[src/rtl/uart_tx_arbiter.sv]
// -----------------------------------------------------------------------------
// uart_tx_arbiter
//
// Shares one byte-wide UART transmitter between two requesters:
//   req0 : SD-path byte stream
//   req1 : status / echo byte stream
//
// A byte is accepted in IDLE with a valid/ready handshake. It is then launched
// with a one-cycle uart_tx_en pulse. The arbiter waits for the UART to report
// sending and then waits for it to finish. A guard gap follows before the next
// byte is accepted. When both requesters are valid they are served round-robin.
// If the UART never reports sending, the byte is abandoned and a sticky
// timeout_err flag is raised.
//
// Parameters
//   GUARD_CYCLES    idle cycles between bytes (0..255); 0 still costs one cycle
//   TIMEOUT_CYCLES  WAIT_BUSY cycles allowed before timeout (2..65535)
//
// Ports
//   clk, rst          clock and asynchronous active-high reset
//   req0_valid/data   SD-path request;   req0_ready accepts it (IDLE only)
//   req1_valid/data   status request;    req1_ready accepts it (IDLE only)
//   uart_tx_en        one-cycle start pulse to the UART
//   uart_tx_data      byte being transmitted, held until the next acceptance
//   uart_tx_sending   UART busy indication
//   grant             one-hot owner of the current transfer {req1,req0}
//   busy              high whenever the arbiter is not in IDLE
//   timeout_err       sticky timeout flag
//   err_clr           synchronous clear of timeout_err (a timeout in the same
//                     cycle wins)
// -----------------------------------------------------------------------------
module uart_tx_arbiter #(
    parameter int unsigned GUARD_CYCLES   = 2,
    parameter int unsigned TIMEOUT_CYCLES = 1024
) (
    input  logic       clk,
    input  logic       rst,
    input  logic       req0_valid,
    input  logic [7:0] req0_data,
    output logic       req0_ready,
    input  logic       req1_valid,
    input  logic [7:0] req1_data,
    output logic       req1_ready,
    output logic       uart_tx_en,
    output logic [7:0] uart_tx_data,
    input  logic       uart_tx_sending,
    output logic [1:0] grant,
    output logic       busy,
    output logic       timeout_err,
    input  logic       err_clr
);

    // The limits are compared against count+1, so they get one bit of headroom.
    localparam logic [16:0] GUARD_LIMIT   = 17'(GUARD_CYCLES);
    localparam logic [16:0] TIMEOUT_LIMIT = 17'(TIMEOUT_CYCLES);

    typedef enum logic [2:0] {
        S_IDLE,
        S_LAUNCH,
        S_WAIT_BUSY,
        S_SENDING,
        S_GUARD
    } state_t;

    state_t      state_q;
    state_t      state_d;
    logic [15:0] cnt_q;
    logic [16:0] cnt_inc;
    logic        last_q;      // 1: req1 was served most recently
    logic [7:0]  data_q;
    logic [1:0]  grant_q;
    logic        err_q;
    logic        timeout_hit;
    logic        pick1;

    // cnt_inc is the number of cycles spent in the current state, including
    // this one. Comparing it with the limit makes the exit happen on the last
    // cycle of the state.
    assign cnt_inc = {1'b0, cnt_q} + 17'd1;

    // Round-robin choice. req1 is picked when it is the only valid requester,
    // or when both are valid and req0 was served last.
    assign pick1 = req1_valid && (!req0_valid || !last_q);

    assign uart_tx_data = data_q;
    assign grant        = grant_q;
    assign timeout_err  = err_q;

    // Next-state and output decode.
    always_comb begin
        // NOTE: every signal driven here gets a default before the case, so no
        // path through the block can leave one unassigned and infer a latch.
        state_d     = state_q;
        timeout_hit = 1'b0;
        req0_ready  = 1'b0;
        req1_ready  = 1'b0;
        uart_tx_en  = 1'b0;
        busy        = 1'b1;

        unique case (state_q)
            S_IDLE: begin
                busy = 1'b0;
                // Readies stay low while the UART is busy with traffic that
                // bypasses the arbiter. They also stay low while rst is held.
                if (!uart_tx_sending && !rst) begin
                    req0_ready = req0_valid && !pick1;
                    req1_ready = pick1;
                    if (req0_valid || req1_valid) begin
                        state_d = S_LAUNCH;
                    end
                end
            end
            S_LAUNCH: begin
                uart_tx_en = 1'b1;
                state_d    = S_WAIT_BUSY;
            end
            S_WAIT_BUSY: begin
                if (uart_tx_sending) begin
                    state_d = S_SENDING;
                end else if (cnt_inc >= TIMEOUT_LIMIT) begin
                    timeout_hit = 1'b1;
                    state_d     = S_GUARD;
                end
            end
            S_SENDING: begin
                if (!uart_tx_sending) begin
                    state_d = S_GUARD;
                end
            end
            S_GUARD: begin
                // GUARD_CYCLES = 0 still spends one cycle here.
                if (cnt_inc >= GUARD_LIMIT) begin
                    state_d = S_IDLE;
                end
            end
            default: begin
                state_d = S_IDLE;
            end
        endcase
    end

    // State, counter, captured byte, grant, pointer and error flag.
    always_ff @(posedge clk or posedge rst) begin
        if (rst) begin
            state_q <= S_IDLE;
            cnt_q   <= 16'd0;
            last_q  <= 1'b1;   // next contention favours req0
            data_q  <= 8'h00;
            grant_q <= 2'b00;
            err_q   <= 1'b0;
        end else begin
            // NOTE: non-blocking assignments keep every register here updating
            // from the values before the edge, whatever order the lines are in.
            state_q <= state_d;

            // The counter restarts on every state change. It only runs in the
            // two states that measure time, so it cannot wrap.
            if (state_d != state_q) begin
                cnt_q <= 16'd0;
            end else if (state_q == S_WAIT_BUSY || state_q == S_GUARD) begin
                cnt_q <= cnt_inc[15:0];
            end

            if (req0_ready || req1_ready) begin
                data_q  <= req1_ready ? req1_data : req0_data;
                grant_q <= {req1_ready, req0_ready};
                last_q  <= req1_ready;
            end else if (state_q == S_GUARD && state_d == S_IDLE) begin
                grant_q <= 2'b00;
            end

            if (timeout_hit) begin
                err_q <= 1'b1;
            end else if (err_clr) begin
                err_q <= 1'b0;
            end
        end
    end

endmodule

[config.mk]
export PLATFORM = sky130hd
export DESIGN_NAME = uart_tx_arbiter
export DESIGN_NICKNAME = d
export VERILOG_FILES = /design/src/rtl/uart_tx_arbiter.sv
export SDC_FILE = /design/constraint.sdc
export NUM_CORES = 1
export LEC_CHECK = 0
export ABC_AREA = 1
export ABC_CLOCK_PERIOD_IN_PS = 3600
export BUFFER_PORTS_ARGS = -buffer_cell sky130_fd_sc_hd__buf_2
export CAP_MARGIN = 20
export CORE_AREA = 3 3 64 66
export DETAILED_ROUTE_END_ITERATION = 12
export DIE_AREA = 0 0 67 69
export GPL_ROUTABILITY_DRIVEN = 0
export GPL_TIMING_DRIVEN = 0
export PLACE_DENSITY = 0.83
export SKIP_LAST_GASP = 1
export SYNTH_ARGS = -nofsm -noshare
export SYNTH_HDL_FRONTEND = slang
export SYNTH_SLANG_ARGS = --single-unit
[constraint.sdc]
create_clock -name clk -period 3.6 [get_ports clk]
set_input_delay 0.72 -clock clk [delete_from_list [all_inputs] [get_ports clk]]
set_output_delay 0.72 -clock clk [all_outputs]
set_load 0.02 [all_outputs]
==> metrics.cfg, run 1 <==
[status]
outcome = finished clean

[floorplan]
die_height_um = 69
num_rows = 22
core-area_um2 = 3633
io_pins = 37
chipWidth_um = 67
start_util_pct = 59.40
die_area_um2 = 4623

[synthesis]
synth_top_area_share_pct = 34.78
yosys.cell_types.count = 28
postSynth.asyncResetShare_pct = 100.0
synthCells = 310
synth-seq-cells = 31
syn_nets = 334
mappedNetlistArea_um2 = 2158
ys_top_cells_by_count = nand2_1 (83), nor2_1 (44), inv_1 (35)
netlist_top_cells_area = dfrtp_1 (35%), nand2_1 (14%), nor2_4 (8.9%)
ys_seq_area_share_pct = 36.00
synth_top_area_cell = dfrtp_1
ys_warn_count = 0
yosysMostFrequentCell = nand2_1
synth-edff-count = 0
synth.avg_cell_area_um2 = 6.962
synth_flop_cell = dfrtp_1

[layout]
final_util_pct = 69.28
nNetsFinal = 378
n_fill_cell = 327
n_antenna_cell = 0
fin_cells = 403
synthToLayoutAreaGrowth_pct = 16.64
drive_gt1_share_pct = 22.25

[clock_tree]
tritoncts = yes
clk_pin_slew_worst_paths_ns = 0.07
ctsResizeCount = 0
cts_hold_buf = 0
clockBufferDepth = 2
clk_latency_ns = 0.29
h-tree-depth = 2
root_buffer = clkbuf_8
cts_sinks = 31
cts_setup_buffers = 0
numCtsBuffers = 5

[critical_path]
cpMaxStageDelayCell = inv_1
worstSetupStartpointType = input port
required_ns = 2.88
path_cells = buf_2, inv_1, buf_16, nand4_1, nor2_1, clkbuf_1, buf_2
path_common_cell = buf_2
end_kind = output port
worstReg2RegStart = cnt_q[1]
worstPathArrival_ns = 2.40
crit_fanout = 19
critPathMaxStageDelay_ns = 0.49
critPathLaunch = rst
worstSetupPathType = input port to output port

[timing]
slew_violations = 0
finalCriticalPeriod_ns = 3.125
hold_viol_final = 0
relSlewSlack_pct = 54.72
fin_skew_ns = 0.008641
rsz0062_at_grt = no
worstMarginPinSlew_ns = 0.6785
setup-tns-final_ns = 0
finalSetupViolCount = 0
worst_slack_ns = 0.4752
clock.fmax_ghz = 0.3200
post-route-period-util_pct = 86.80
finalHoldWorstSlack_ns = 0.4744

[place]
portBuffers = 36
pre_cts_ws_ns = 0.4115
dpl.hpwl_um = 3678
dp_cells = 395

[power]
pwr_density_cell_nw_per_um2 = 631.9
swShare_pct = 45.06
p_int_uw = 873.9
power_frac_clock_pct = 18.0
p_comb_share_pct = 48.0
p_sw_uw = 716.8
vdd.ir_drop.worst_uv = 471.6
p_leak_uw = 0.001239
seqPwrFrac_pct = 34.0

[global_routing]
grt_pass1_wl_um = 8266
grt_max_degree = 20
grt_use_total_pct = 22.93
antenna_found_initial = 0
grt_pass1_vias = 1893
grt-ovfl-total = 0

[drt]
detail_route.wirelength_um = 4680
viasPerCell = 5.107
final_antenna_net_count = 0
via_count = 2058
avgRoutedWirePerCell_um = 11.61
drt-initial-drc-count = 100
drcViolationCount = 0
dr.pass1.iters = 4

[min_path]
holdCritStartpoint = last_q
hp-class = flip-flop to flip-flop

[run]
drv_cap = 0

==> area by class of cell <==
type / count / area [um^2] / area share (%)
plain buffers: 7 / 42.54 / 1.690
clock inverters: 1 / 5.005 / 0.1988
clock buffers: 7 / 86.33 / 3.429
repair buffers: 37 / 207.7 / 8.251
well taps: 48 / 60.06 / 2.386
flip-flops and latches: 31 / 777.0 / 30.86
inverters: 37 / 138.9 / 5.517
multi-input cells: 235 / 1200 / 47.66
==> worst max-delay path, delay by kind of cell <==
kind          cells  cell delay (ns)
simple gates      2             0.27
buf+inv           5             1.39
==> power by group through the flow <==
| stage | Sequential (uW) | Clock, uW | Combinational (uW) |
|---|---|---|---|
| floorplan | 600 | 0 | 515 |
| global placement | 540 | 0 | 744 |
| detailed placement | 540 | 0 | 771 |
| CTS | 539 | 289 | 771 |
| global route | 556 | 310 | 850 |
| finish | 541 | 286 | 764 |
==> flip-flops by register name (all words and copies together), names as in the netlist <==
name	count
cnt_q	16
uart_tx_data	8
state_q	3
grant	2
last_q	1
timeout_err	1
==> path summary, 6_finish.rpt <==
path	endpoint	slack [ns]	cells after the start
setup / recovery	req0_ready	0.48	7
hold / removal	last_q	0.47	2
setup reg to reg	cnt_q[8]	1.35	14
hold reg to reg	last_q	0.47	2
min in group asynchronous	cnt_q[0]	0.52	2
max in group asynchronous	last_q	2.47	3
==> metrics by stage <==
| step | power [uW] | area [um^2] |
|---|---|---|
| floorplan | 1115 | 2158 |
| finish | 1591 | 2517 |
| CTS | 1599 | 2517 |
| detailed placement | 1312 | 2426 |
| global route | 1716 | 2517 |
| global placement | 1284 | 2399 |
==> cell families after synthesis <==
group | share of synthesized area [%]
simple gates | 44.17
buf+inv | 8.405
compound gates | 8.174
flops | 36.00
xor+xnor | 1.623
fa+ha+maj | 1.159
mux | 0.4638
==> placed cells by master, fill, tap and decap left out, types with 5 or more instances in the layout <==
cell      instances
nand2_1          83
nor2_1           44
buf_2            37
inv_1            35
dfrtp_1          30
o21ai_0          22
nand3_1          21
nor2_4           17
nand4_1          10
a21oi_1          10
nand2_2           7
clkbuf_8          6
clkbuf_1          5
==> metal layers <==
layer | vias to the layer above | routed length, um | track usage, %
li1 | 1065 | - | -
met1 | 928 | 2072 | 30.16
met2 | 60 | 2275 | 36.24
met3 | 5 | 266 | 4.397
met4 | 0 | 65 | 9.685
met5 | - | 0 | 0
Note: power is estimated with default switching activity, not from simulation.
==> run 2: changes to the inputs <==
--- a/config.mk
+++ b/config.mk
@@ -9,12 +9,14 @@
 export ABC_CLOCK_PERIOD_IN_PS = 3600
 export BUFFER_PORTS_ARGS = -buffer_cell sky130_fd_sc_hd__buf_2
 export CAP_MARGIN = 20
-export CORE_AREA = 3 3 64 66
+export CELL_PAD_IN_SITES_DETAIL_PLACEMENT = 1
+export CELL_PAD_IN_SITES_GLOBAL_PLACEMENT = 1
+export CORE_AREA = 3 3 75 77
 export DETAILED_ROUTE_END_ITERATION = 12
-export DIE_AREA = 0 0 67 69
+export DIE_AREA = 0 0 78 80
 export GPL_ROUTABILITY_DRIVEN = 0
 export GPL_TIMING_DRIVEN = 0
-export PLACE_DENSITY = 0.83
+export PLACE_DENSITY_LB_ADDON = 0.1
 export SKIP_LAST_GASP = 1
 export SYNTH_ARGS = -nofsm -noshare
 export SYNTH_HDL_FRONTEND = slang
==> metrics.cfg, run 2 (synthesized netlist as in run 1, its figures left out) <==
[min_path]
holdCritStartpoint = last_q
holdPathStages = 2
hp-class = flip-flop to flip-flop
hold_end = last_q

[floorplan]
chipWidth_um = 78
core-area_um2 = 5075
num_rows = 26
start_util_pct = 42.53
die_height_um = 80
die_area_um2 = 6240
io_pins = 37

[clock_tree]
numCtsBuffers = 5
cts_sinks = 31
tritoncts = yes
h-tree-depth = 2
clk_pin_slew_worst_paths_ns = 0.06
root_buffer = clkbuf_8
clockBufferDepth = 2
clk_latency_ns = 0.28
cts_hold_buf = 0
ctsResizeCount = 0
cts_setup_buffers = 0

[drt]
detail_route.wirelength_um = 5568
via_count = 2112
viasPerCell = 4.969
drt-initial-drc-count = 83
avgRoutedWirePerCell_um = 13.10
dr.pass1.iters = 4
final_antenna_net_count = 0
drcViolationCount = 0

[layout]
n_antenna_cell = 0
most-common-layout-cells = nand2_1 (83), nor2_1 (44), buf_2 (37)
nNetsFinal = 378
layout_commonest_cell = nand2_1
largest_reg_flops = 16
drive_gt1_share_pct = 22.25
regMostFlops = cnt_q
fin_area_um2 = 2545
final_util_pct = 50.15
n_fill_cell = 694
synthToLayoutAreaGrowth_pct = 17.91

[global_routing]
grtUsageMet1_pct = 24.54
grt_pass1_vias = 2203
use_met3_pct = 4.063
grt-busiest-layer = met2
antenna_found_initial = 0
grt_pass1_wl_um = 9942
grt_max_degree = 19
use_met2_pct = 35.45
grt_use_total_pct = 20.05
grt-ovfl-total = 0

[critical_path]
worstSetupPathType = input port to output port
crit_fanout = 18
regToRegSetupSlack_ns = 1.30
rr_endpoint = cnt_q[3]
required_ns = 2.88
rr_worst_depth = 14
path_cells = buf_2, inv_1, buf_16, nand4_1, nor2_1, clkbuf_1, buf_2
path_common_cell = buf_2
worstReg2RegStart = cnt_q[1]
critPathMaxStageDelay_ns = 0.54
end_kind = output port
worstSetupStartpointType = input port
cpMaxStageDelayCell = inv_1
worstPathArrival_ns = 2.51

[timing]
hold_viol_final = 0
relSlewSlack_pct = 50.20
post-route-period-util_pct = 89.79
finalCriticalPeriod_ns = 3.232
worst_slack_ns = 0.3677
rsz0062_at_grt = no
worstMarginPinSlew_ns = 0.7461
fin_skew_ns = 0.006756
slew_violations = 0
finalSetupViolCount = 0
clock.fmax_ghz = 0.3094

[place]
placed_cell_area_um2 = 2454
pre_cts_ws_ns = 0.3027
dpl.hpwl_um = 4517
portBuffers = 36

[status]
outcome = finished clean

[run]
drv_cap = 0

[power]
power_uw = 1597
vdd.ir_drop.worst_uv = 310.9
p_leak_uw = 0.001239
pwr_density_cell_nw_per_um2 = 627.5

## run 2: cell counts in the layout (fill, tap and decap cells not counted)
No cell type changed its count.
## run 2: worst max-delay path, delay by kind of cell
kind,cells,cell delay (ns)
buffers and inverters,5,1.47
and+or+nand+nor,2,0.30
## run 2: layout make-up
cell class / count / area (um^2) / share of cell area, %
buffer: 7 / 42.54 / 1.672
clock buffer: 7 / 86.33 / 3.392
clock inverter: 1 / 5.005 / 0.1967
inverter: 37 / 138.9 / 5.457
multi-input combinational: 235 / 1200 / 47.15
sequential: 31 / 777.0 / 30.53
tap: 70 / 87.58 / 3.441
timing repair buffer: 37 / 207.7 / 8.161
## run 2: worst max path at each step
stage | slack (ns) | from | depth (start not counted) | end
2_1_floorplan | 0.72 | rst | 4 | req0_ready
3_3_place_gp | -0.05 | rst | 6 | req0_ready
3_5_place_dp | 0.30 | rst | 7 | req0_ready
4_1_cts | 0.30 | rst | 7 | req0_ready
5_1_grt | 0.13 | rst | 7 | req0_ready
6_report | 0.37 | rst | 7 | req0_ready
## run 2: report_power, final
group	internal (uW)	leakage, uW	switching [uW]
clock	154	0.0000482	131
sequential	459	0.000403	78.7
combinational	261	0.000788	512
## run 2: metrics by stage
step	hold slack [ns]	cells	setup TNS, ns
after CTS	0.4729	425	0
after floorplan	0.4481	310	0
after global routing	0.5055	425	0
final	0.4714	425	0
after global placement	0.4604	416	-0.04522
after detailed placement	0.4633	417	0
## run 2: layer usage
layer	part of all wire, %	up-vias
li1	-	1068
met1	45	995
met2	49	41
met3	4.1	8
met4	1.9	0
met5	0	-
==> run 3: changes to the inputs <==
--- a/config.mk
+++ b/config.mk
@@ -16,6 +16,7 @@
 export DIE_AREA = 0 0 78 80
 export GPL_ROUTABILITY_DRIVEN = 0
 export GPL_TIMING_DRIVEN = 0
+export MAX_ROUTING_LAYER = met4
 export PLACE_DENSITY_LB_ADDON = 0.1
 export SKIP_LAST_GASP = 1
 export SYNTH_ARGS = -nofsm -noshare
==> metrics.cfg, run 3 (synthesized netlist as in run 1, its figures left out) <==
[clock_tree]
root_buffer = clkbuf_8
numCtsBuffers = 5
h-tree-depth = 2
cts_setup_buffers = 0
clk_latency_ns = 0.28
cts_sinks = 31
ctsResizeCount = 0
tritoncts = yes
clockBufferDepth = 2
clk_pin_slew_worst_paths_ns = 0.06
cts_hold_buf = 0

[layout]
most-common-layout-cells = nand2_1 (83), nor2_1 (44), buf_2 (37)
synthToLayoutAreaGrowth_pct = 17.91
layout_commonest_cell = nand2_1
final_util_pct = 50.15
drive_gt1_share_pct = 22.25
n_antenna_cell = 0
regMostFlops = cnt_q
fin_area_um2 = 2545
largest_reg_flops = 16
n_fill_cell = 694
nNetsFinal = 378

[min_path]
holdCritStartpoint = last_q
holdPathStages = 2
hp-class = flip-flop to flip-flop
hold_end = last_q

[critical_path]
worstReg2RegStart = cnt_q[1]
regToRegSetupSlack_ns = 1.30
required_ns = 2.88
rr_worst_depth = 14
rr_endpoint = cnt_q[3]
end_kind = output port
worstSetupPathType = input port to output port
worstSetupStartpointType = input port
crit_fanout = 18
worstPathArrival_ns = 2.51

[timing]
slew_violations = 0
hold_viol_final = 0
worst_slack_ns = 0.3677
clock.fmax_ghz = 0.3094
fin_skew_ns = 0.006587
relSlewSlack_pct = 50.20
worstMarginPinSlew_ns = 0.7461
finalHoldWorstSlack_ns = 0.4714
rsz0062_at_grt = no
post-route-period-util_pct = 89.79
finalCriticalPeriod_ns = 3.232
finalSetupViolCount = 0

[place]
portBuffers = 36
placed_cell_area_um2 = 2454
pre_cts_ws_ns = 0.3027
dpl.hpwl_um = 4517

[drt]
met2_length_um = 2720
drcViolationCount = 0
wl_met1_um = 2506
wl_met3_um = 236
via_count = 2112
detail_route.wirelength_um = 5570
avgRoutedWirePerCell_um = 13.11
viasPerCell = 4.969
drt-initial-drc-count = 83
topRoutingLayerUsed = met4
dr.pass1.iters = 4
final_antenna_net_count = 0

[floorplan]
die_area_um2 = 6240
start_util_pct = 42.53
die_height_um = 80
core-area_um2 = 5075
io_pins = 37
chipWidth_um = 78
num_rows = 26

[global_routing]
antenna_found_initial = 0
grt_use_total_pct = 20.60
grt_pass1_vias = 2203
grt_max_degree = 19
grt_pass1_wl_um = 9949
grt-ovfl-total = 0

[power]
vdd.ir_drop.worst_uv = 310.9
p_leak_uw = 0.001239
swShare_pct = 45.24
p_int_uw = 874.5
seqPwrFrac_pct = 33.7
p_comb_share_pct = 48.4
power_frac_clock_pct = 17.9
p_sw_uw = 722.5
pwr_density_cell_nw_per_um2 = 627.5
power_uw = 1597

[status]
outcome = finished clean

[run]
drv_cap = 0

run 3: cell counts in the layout (fill, tap and decap cells not counted):
No cell type changed its count.
run 3: stage by stage:
stage | std cells | setup TNS (ns)
floorplan | 310 | 0
global placement | 416 | -0.04522
detailed placement | 417 | 0
CTS | 425 | 0
global route | 425 | 0
finish | 425 | 0
run 3: worst max-delay path, stage by stage:
cell,delay [ns]
buf_2,0.09
inv_1,0.54
buf_16,0.23
nand4_1,0.13
nor2_1,0.17
clkbuf_1,0.36
buf_2,0.25
run 3: area by class of cell:
class	instances	area, um^2	share of cell area, %
Multi-Input combinational cell	235	1200	47.15
Sequential cell	31	777.0	30.53
Timing Repair Buffer	37	207.7	8.161
Inverter	37	138.9	5.457
Tap cell	70	87.58	3.441
Clock buffer	7	86.33	3.392
Buffer	7	42.54	1.672
Clock inverter	1	5.005	0.1967
run 3: power by group through the flow:
stage	logic [uW]	registers (uW)	clock network [uW]
floorplan	515	600	0
global placement	764	540	0
detailed placement	786	544	0
CTS	789	540	298
global route	866	556	314
finish	773	538	286
run 3: how the worst max path moves through the flow:
stage	startpoint	end	slack, ns	cells past startpoint
floorplan	rst	req0_ready	0.72	4
global placement	rst	req0_ready	-0.05	6
detailed placement	rst	req0_ready	0.30	7
CTS	rst	req0_ready	0.30	7
global route	rst	req0_ready	0.13	7
finish	rst	req0_ready	0.37	7
run 3: routing by layer:
metal,up-vias,track usage [%]
li1,1068,-
met5,-,-
met4,0,6.119
met2,41,35.45
met1,995,24.54
met3,8,4.063
